$ cat config.mk
export PLATFORM = sky130hd
export DESIGN_NAME = seven_segment_scanner
export DESIGN_NICKNAME = d
export VERILOG_FILES = /design/src/rtl/seven_segment_scanner.sv
export SDC_FILE = /design/constraint.sdc
export NUM_CORES = 1
export LEC_CHECK = 0
export CAP_MARGIN = 20
export CORE_MARGIN = 5
export CORE_UTILIZATION = 40
export CTS_BUF_LIST = sky130_fd_sc_hd__clkbuf_8
export DETAILED_ROUTE_END_ITERATION = 10
export GPL_ROUTABILITY_DRIVEN = 0
export PLACE_DENSITY = 0.68
export SLEW_MARGIN = 5
export SYNTH_ARGS = -nofsm -noshare
export SYNTH_HDL_FRONTEND = slang
export SYNTH_SLANG_ARGS = --single-unit
export TNS_END_PERCENT = 50
$ cat constraint.sdc
create_clock -name clk -period 2.36 [get_ports clk]
set_input_delay 0.354 -clock clk [delete_from_list [all_inputs] [get_ports clk]]
set_output_delay 0.354 -clock clk [all_outputs]
set_load 0.01 [all_outputs]
$ cat src/rtl/seven_segment_scanner.sv
// rtl/seven_segment_scanner.sv - multiplexed hex display scanner with framed valid/ready loading
//
// Purpose:
//   Time-multiplexes a packed DIGITS-nibble value onto one shared 4-bit bus
//   that feeds the segment decoders. Each digit gets a slot of BLANK_CYCLES
//   dark cycles followed by PRESCALE lit cycles. New values are taken through
//   a one-deep pending buffer and copied into the display register only when
//   the digit index wraps, so a frame never mixes old and new digits.
//
// Ports:
//   clk           in   system clock, rising edge
//   reset_n       in   asynchronous active-low reset
//   load_valid    in   load_data offered this cycle
//   load_data     in   packed value, digit 0 in bits [3:0]
//   load_ready    out  pending buffer empty (state-only)
//   blank_leading in   suppress enables of leading zero digits
//   encoded       out  nibble of the selected digit (registered)
//   digit_enable  out  one-hot lit digit, zero while blanking (registered)
//   frame_done    out  one-cycle pulse after each index wrap (registered)

module seven_segment_scanner #(
  parameter int DIGITS       = 4,
  parameter int PRESCALE     = 1000,
  parameter int BLANK_CYCLES = 2
) (
  input  logic                  clk,
  input  logic                  reset_n,
  input  logic                  load_valid,
  input  logic [4*DIGITS-1:0]   load_data,
  output logic                  load_ready,
  input  logic                  blank_leading,
  output logic [3:0]            encoded,
  output logic [DIGITS-1:0]     digit_enable,
  output logic                  frame_done
);

  localparam int IDX_W = (DIGITS > 1) ? $clog2(DIGITS) : 1;
  localparam int MAXC  = (PRESCALE > BLANK_CYCLES) ? PRESCALE : BLANK_CYCLES;
  localparam int CNT_W = (MAXC > 1) ? $clog2(MAXC) : 1;

  localparam logic [CNT_W-1:0] BLANK_LAST = CNT_W'(BLANK_CYCLES - 1);
  localparam logic [CNT_W-1:0] SHOW_LAST  = CNT_W'(PRESCALE - 1);
  localparam logic [IDX_W-1:0] IDX_LAST   = IDX_W'(DIGITS - 1);

  typedef enum logic {
    ST_BLANK = 1'b0,
    ST_SHOW  = 1'b1
  } state_t;

  state_t                r_state;
  logic [IDX_W-1:0]      r_idx;
  logic [CNT_W-1:0]      r_cnt;
  logic [4*DIGITS-1:0]   r_display;
  logic [4*DIGITS-1:0]   r_pending;
  logic                  r_pending_valid;
  logic [3:0]            r_encoded;
  logic [DIGITS-1:0]     r_digit_enable;
  logic                  r_frame_done;

  state_t                w_state_nxt;
  logic [IDX_W-1:0]      w_idx_nxt;
  logic [CNT_W-1:0]      w_cnt_nxt;
  logic                  w_wrap;
  logic [4*DIGITS-1:0]   w_display_nxt;
  logic [3:0]            w_nibble_nxt;
  logic [DIGITS-1:0]     w_enable_nxt;

  // Digit i is a leading zero when it and every digit above it are zero.
  // Digit 0 always stays lit so a zero value still shows "0".
  function automatic logic is_leading_zero(input logic [4*DIGITS-1:0] v,
                                           input logic [IDX_W-1:0]    i);
    logic zero_above;
    zero_above = 1'b1;
    for (int k = 0; k < DIGITS; k++) begin
      if (k >= int'(i) && v[4*k +: 4] != 4'h0) begin
        zero_above = 1'b0;
      end
    end
    return (i != '0) && zero_above;
  endfunction

  // Next-state view of the scan. Outputs are registered from these values so
  // that they line up with the state they describe instead of lagging by one.
  always_comb begin
    w_state_nxt = r_state;
    w_idx_nxt   = r_idx;
    w_cnt_nxt   = r_cnt + 1'b1;
    w_wrap      = 1'b0;
    case (r_state)
      ST_BLANK: begin
        if (r_cnt == BLANK_LAST) begin
          w_state_nxt = ST_SHOW;
          w_cnt_nxt   = '0;
        end
      end
      ST_SHOW: begin
        if (r_cnt == SHOW_LAST) begin
          w_state_nxt = ST_BLANK;
          w_cnt_nxt   = '0;
          if (r_idx == IDX_LAST) begin
            w_idx_nxt = '0;
            w_wrap    = 1'b1;
          end else begin
            w_idx_nxt = r_idx + 1'b1;
          end
        end
      end
      default: begin
        w_state_nxt = ST_BLANK;
        w_idx_nxt   = '0;
        w_cnt_nxt   = '0;
      end
    endcase

    // Pending value becomes visible exactly at the frame boundary.
    w_display_nxt = (w_wrap && r_pending_valid) ? r_pending : r_display;
    w_nibble_nxt  = w_display_nxt[{w_idx_nxt, 2'b00} +: 4];

    w_enable_nxt = '0;
    if (w_state_nxt == ST_SHOW &&
        !(blank_leading && is_leading_zero(w_display_nxt, w_idx_nxt))) begin
      w_enable_nxt = DIGITS'(1) << w_idx_nxt;
    end
  end

  always_ff @(posedge clk or negedge reset_n) begin
    if (!reset_n) begin
      r_state         <= ST_BLANK;
      r_idx           <= '0;
      r_cnt           <= '0;
      r_display       <= '0;
      r_pending       <= '0;
      r_pending_valid <= 1'b0;
      r_encoded       <= 4'h0;
      r_digit_enable  <= '0;
      r_frame_done    <= 1'b0;
    end else begin
      r_state        <= w_state_nxt;
      r_idx          <= w_idx_nxt;
      r_cnt          <= w_cnt_nxt;
      r_display      <= w_display_nxt;
      r_encoded      <= w_nibble_nxt;
      r_digit_enable <= w_enable_nxt;
      r_frame_done   <= w_wrap;

      // The two branches are exclusive: a load is only accepted into an empty
      // buffer, so a load taken on the wrap edge waits for the next wrap.
      if (w_wrap && r_pending_valid) begin
        r_pending_valid <= 1'b0;
      end else if (load_valid && !r_pending_valid) begin
        r_pending       <= load_data;
        r_pending_valid <= 1'b1;
      end
    end
  end

  assign load_ready   = !r_pending_valid;
  assign encoded      = r_encoded;
  assign digit_enable = r_digit_enable;
  assign frame_done   = r_frame_done;

endmodule
==> results.md, run 1 <==
* Final nets at 244
* Final period utilization at 96.5%
* Most common cell after layout, fill and taps aside: dfrtp_1
* Largest net degree at the start of global routing at 56
* Residual DRC at 0
* Crit-path most repeated cell: mux2_2
* Fraction of the mapped netlist area in simple logic gates at 11.4%
* TritonRoute pass-1 iters at 4
* Starting DRT DRC Count at 40
* Final slew viol count at 0
* Synth warn at 0
* CTS tree: built
* Synth Area in Adders at 1.58%
* WL/cell at 14.7 um
* Clk Tree Root Cell: clkbuf_8
* I/O pin cnt at 30
* Max VDD drop at 0.317 mV
* Max Freq at 439 MHz
* TritonCTS Buffers at 5
* Setup CP Type: flop to flop
* Core box area at 5850 um^2
* DIE AREA at 7600 um^2
* Initial antenna violation count at 0
* Critical Path AT at 2470 ps
* Worst setup EP type: flop
* Total GRT Usage at 12.2%
* Vias in the first global route at 1,563
* Share of layout cells above drive strength 1 at 32.9%
* Largest family of logic cells by synthesized area: multiplexers
* Clk buf depth at 2
* Hold WC Path Type: input pin to asynchronous set/reset pin
* Ant diodes at 0
* Cell taking the most area after synthesis: dfrtp_1
* Post-synth top area share at 57.8%
* Slowest cell on the critical path: dfrtp_1
* Post-synth cell types at 30
* Syn avg cell area at 13.5 um^2
* LEAKAGE at 1.39 nW
* Clock latency on the worst-skew pair at 300 ps
* Final Hold Viols at 0
* Starting Density at 40.7%
* Power density over the cells at 542 nW/um^2
* Via Count at 1,447
* Synthesis-stage register bit count at 55
* CTS H-tree depth at 2
* Clock slew at reported path FFs at 100 ps
* Layout area overhead at 23.0%
* Outcome: finished, final reports clean
* Syn Std Cell Area at 2380 um^2
* IO Port Bufs at 29
* Post-synthesis compound-gate area fraction at 1.58%
* Top cells by area, synth: dfrtp_1, mux2_2, nor2_1
* Site Rows at 28
* Sink Count at 55
* XOR/XNOR Fraction of Synth Area at 2.94%
* Chip width at 87.2 um
* RSZ-0062 raised after global routing: true
* Total power at 0.00159 W
* Total Routed Length at 4360 um
* Final ANT Viol Nets at 0
* CP max FO at 10
* Final clock skew at 5.84 ps
* Seq/Total Area, Yosys at 57.8%
* Delay of the slowest critical-path stage at 400 ps
* Startpoint Class: flop
* Setup Buffers After CTS at 0
* Global route total overflow at 0
* Relative slew slack at 55.1%
* Req. time, crit path at 2560 ps
* Most frequent cells in the layout: dfrtp_1, mux2_2, clkdlybuf4s50_1, nor2_1, buf_4
* WHS at 158 ps
* Post-DP HPWL at 3070 um
* Number of max-cap violations at 0
* Period minus WS final at 2280 ps
* Slew @ Worst Pin at 674 ps
* Cells after Synth at 176
* Setup violations, final at 0
* Via density at 4.87
* Syn Nets at 199
* First-pass GRT wire length at 7200 um
* Post-synthesis mux area share at 22.7%
* Chip height at 87.2 um
* Worst-path cell chain: ha_1 -> and4bb_2 -> nor3b_4 -> mux2i_2 -> buf_6 -> mux2_2 -> mux2_2
## worst max-delay path, delay by kind of cell (launching register included)
kind | cells | cell delay (ps)
flip-flops | 1 | 400
adder cells (fa/ha/maj) | 1 | 180
multiplexers | 3 | 870
buffers and inverters | 1 | 180
AND/OR/NAND/NOR | 2 | 540
## final cells by class
class	count	area (um^2)
clock buffers	5	68.8
clock inverters	3	20.0
fillers	534	2920
inverters	5	18.8
multi-input cells	113	973
flip-flops and latches	55	1380
well taps	75	93.8
repair buffers	41	379
## registers in the layout (all words and copies together), names as in the netlist
signal / flops
r_display: 16
digit_enable: 4
r_state: 1
r_cnt: 10
r_pending: 16
r_pending_valid: 1
r_idx: 2
encoded: 4
frame_done: 1
## cell usage after synthesis (all sizes together)
cell type / number
nor4: 5
clkbuf: 2
or4: 1
xnor2: 5
mux2i: 3
o21bai: 1
dfrtp: 55
xor2: 3
inv: 5
ha: 3
and2: 2
buf: 2
a211oi: 1
o211ai: 1
nor2b: 2
nor3: 1
nor3b: 3
nor2: 17
nand2: 6
or3b: 2
a31oi: 1
a21oi: 1
mux2: 45
nand3: 7
and4bb: 2
## stage by stage
stage               util [%]  instance area, um^2  TNS (ps)  instances  worst slack, ps
floorplan                  -                 2380         0        176             1.46
global placement        48.2                 2820         0        288              105
detailed placement      48.2                 2820         0        288             70.2
CTS                     49.7                 2910         0        296             47.1
global route            50.1                 2930     -48.7        297            -23.2
finish                  50.1                 2930         0        297             82.6
## metal layers
layer	up-vias	share of wire, %	global-route usage (%)	routed length (um)
li1	706	-	-	-
met1	719	45	14.7	1950
met2	20	51	21.5	2230
met3	2	3.8	3.97	167
met4	0	0.28	2.09	12
met5	-	0	0	0
## repair_timing
item                       CTS  global route
resized for setup            0             2
setup endpoints to repair    0             4
hold buffers                 0             0
## cell families (layout without fill, tap and decap cells)
logic type      after synthesis  count (layout)
simple gates                 48              49
buf+inv                       9              54
compound gates                5               5
fa+ha+maj                     3               3
xor+xnor                      8               8
flops                        55              55
mux                          48              48
## worst paths after layout
| check | from | end | slack, ps | cells past startpoint |
|---|---|---|---|---|
| worst max-delay path | r_cnt[0] | encoded[0] | 80 | 7 |
| worst min-delay path | reset_n | r_cnt[3] | 160 | 2 |
| worst max register to register | r_cnt[0] | encoded[0] | 80 | 7 |
| worst min register to register | r_cnt[0] | r_cnt[0] | 500 | 1 |
| max in group asynchronous | reset_n | r_pending[10] | 1750 | 2 |
| min in group clk | r_cnt[0] | r_cnt[0] | 500 | 1 |
## power breakdown
group	switching, W	internal, W	leakage (nW)
Combinational	0.0000291	0.0000525	0.641
Clock	0.000302	0.000209	0.0460
Sequential	0.0000229	0.000974	0.704
Power figures use the tool's default switching activity.
==> run 2, diff against run 1 <==
- PLACE_DENSITY: 0.68 -> 0.66
- clock period: 2.36 -> 2.3 ns (I/O delays scaled with it)
==> results.md, run 2 (same netlist as run 1, synthesis figures left out) <==
* Starting Density at 40.7% (unchanged)
* Top Family by Delay on Critical Path: multiplexers
* Sink Count at 55 (unchanged)
* First-pass GRT wire length at 7310 um (+1.6%)
* Ant diodes at 0 (unchanged)
* WL/cell at 14.7 um (+0.30%)
* Global route total overflow at 0 (unchanged)
* Post-DP HPWL at 3330 um (+8.3%)
* Critical Path AT at 2450 ps (-20 ps)
* Final clock skew at 10.4 ps (+4.54 ps)
* Starting DRT DRC Count at 26 (-35%)
* CP max FO at 19 (+9)
* Worst-path cell chain: ha_1 -> and4bb_2 -> and4bb_4 -> buf_12 -> mux2_2 -> mux2_2 -> mux2_2
* Final Hold Viols at 0 (unchanged)
* TritonCTS Buffers at 5 (unchanged)
* Final period utilization at 97.0% (+0.50 points)
* Req. time, crit path at 2520 ps (-40 ps)
* Startpoint Class: flop
* CTS tree: built
* Final nets at 255 (+4.5%)
* Clk Tree Root Cell: clkbuf_8
* Slew @ Worst Pin at 506 ps (-168 ps)
* Max VDD drop at 0.343 mV (+8.2%)
* Slowest cell on the critical path: dfrtp_1
* Vias in the first global route at 1,494 (-4.4%)
* Comb power frac at 5.3% (+0.2 points)
* Top flop regs: r_display: 16 flops, r_pending: 16 flops, r_cnt: 10 flops
* Total Routed Length at 4530 um (+4.0%)
* Most common cell after layout, fill and taps aside: dfrtp_1
* DIE AREA at 7600 um^2 (unchanged)
* Residual DRC at 0 (unchanged)
* Number of max-cap violations at 0 (unchanged)
* Initial antenna violation count at 0 (unchanged)
* Period minus WS final at 2230 ps (-46.4 ps)
* Clock latency on the worst-skew pair at 320 ps (+20 ps)
* Setup CP Type: flop to flop
* Fraction of power spent switching nets at 23.6% (+1.4 points)
* Layout area overhead at 27.3%
* Clock network fraction of design power at 33.9% (+1.7 points)
* TritonRoute pass-1 iters at 4 (unchanged)
* Worst R2R Start: r_cnt[1]
* WHS at 515 ps (+357 ps)
* Net Sw Power at 0.000396 W (+12%)
* I/O pin cnt at 30 (unchanged)
* Setup crit start: r_cnt[1]
* Total power at 0.00168 W (+5.6%)
* P_int at 0.00128 W (+3.7%)
* CTS H-tree depth at 2 (unchanged)
* Clk buf depth at 2 (unchanged)
* Largest net degree at the start of global routing at 24 (-57%)
* Relative slew slack at 66.3% (+11 points)
* Final ANT Viol Nets at 0 (unchanged)
* Core box area at 5850 um^2 (unchanged)
* Delay of the slowest critical-path stage at 380 ps (-20 ps)
* Chip width at 87.2 um (unchanged)
* Area after DPL at 2880 um^2 (+2.2%)
* Setup violations, final at 0 (unchanged)
* Via Count at 1,483 (+2.5%)
* Site Rows at 28 (unchanged)
* Buf/Inv on CP at 1 (unchanged)
* Share of layout cells above drive strength 1 at 36.1% (+3.2 points)
* Power density over the cells at 553 nW/um^2 (+2.0%)
* Max Freq at 448 MHz (+2.1%)
* Post-Layout Inst Area at 3030 um^2 (+3.5%)
* Outcome: finished, final reports clean
* Hold WC Path Type: input pin to asynchronous set/reset pin
* Crit-path most repeated cell: mux2_2
* Reg power frac at 60.9% (-1.8 points)
* Via density at 4.81 (-1.2%)
* Final Core Density at 51.8% (+1.8 points)
* Final slew viol count at 0 (unchanged)
* IO Port Bufs at 29 (unchanged)
* LEAKAGE at 1.45 nW (+4.3%)
* Most frequent cells in the layout: dfrtp_1, mux2_2, clkdlybuf4s50_1, buf_4, nor2_1
* Total GRT Usage at 12.8% (+0.64 points)
* Worst setup EP type: flop
* Clock slew at reported path FFs at 110 ps (about the same)
* Chip height at 87.2 um (unchanged)
[run 2: changes by cell type in the layout (fill, tap and decap cells not counted), sizes merged]
cell,previous run,this run
inv,7,6
and4bb,3,2
clkinvlp,1,0
clkinv,0,2
dlygate4sd3,0,1
buf,13,24
[run 2: worst paths after layout]
| path | end | slack, ps | depth (start not counted) |
|---|---|---|---|
| max | encoded[0] | 70 | 7 |
| min | r_display[4] | 520 | 2 |
| max reg2reg | encoded[0] | 70 | 7 |
| max in group asynchronous | r_pending[11] | 1140 | 3 |
| min reg2reg | r_display[2] | 520 | 1 |
| min in group clk | r_display[2] | 520 | 1 |
[run 2: routing by layer]
layer  vias to the layer above  GRT usage, %  part of all wire (%)
li1                        724             -                     -
met1                       732          16.1                    44
met2                        20          20.6                    51
met3                         7          4.07                   3.6
met4                         0          4.88                   1.5
met5                         -             0                     0
[run 2: metrics by stage]
stage	setup slack (ps)	instances	TNS [ps]
floorplan	9.84	176	0
global placement	82.2	295	0
detailed placement	9.82	295	0
CTS	7.09	304	0
global route	-0.291	308	-0.291
finish	69.0	308	0
[run 2: layout make-up]
cell class              instances  area, um^2
flip-flops and latches         55        1380
repair buffers                 53         480
well taps                      75        93.8
multi-input cells             112         966
clock buffers                   5        68.8
clock inverters                 3        28.8
inverters                       5        18.8
fillers                       510        2820
[run 2: repair_timing]
action | CTS | global route
endpoints found under the setup margin | 0 | 4
hold buffers | 1 | 0
buffers inserted | 0 | 4
hold endpoints to repair | 21 | 0
gates resized for setup | 0 | 0
[run 2: power by group through the flow]
stage | logic (W) | clock network [W] | registers, W
2_1_floorplan | 0.0000325 | 0 | 0.00103
3_3_place_gp | 0.0000876 | 0 | 0.00104
3_5_place_dp | 0.0000901 | 0 | 0.00104
4_1_cts | 0.0000914 | 0.000591 | 0.00102
5_1_grt | 0.0000985 | 0.000633 | 0.00103
6_report | 0.0000883 | 0.000568 | 0.00102
==> run 3, diff against run 2 <==
- CTS_CLUSTER_DIAMETER: default -> 150
- SKIP_LAST_GASP: default -> 1
==> results of run 3 <==
Same layout as run 2: the final DEF is identical, and so are final timing and power.
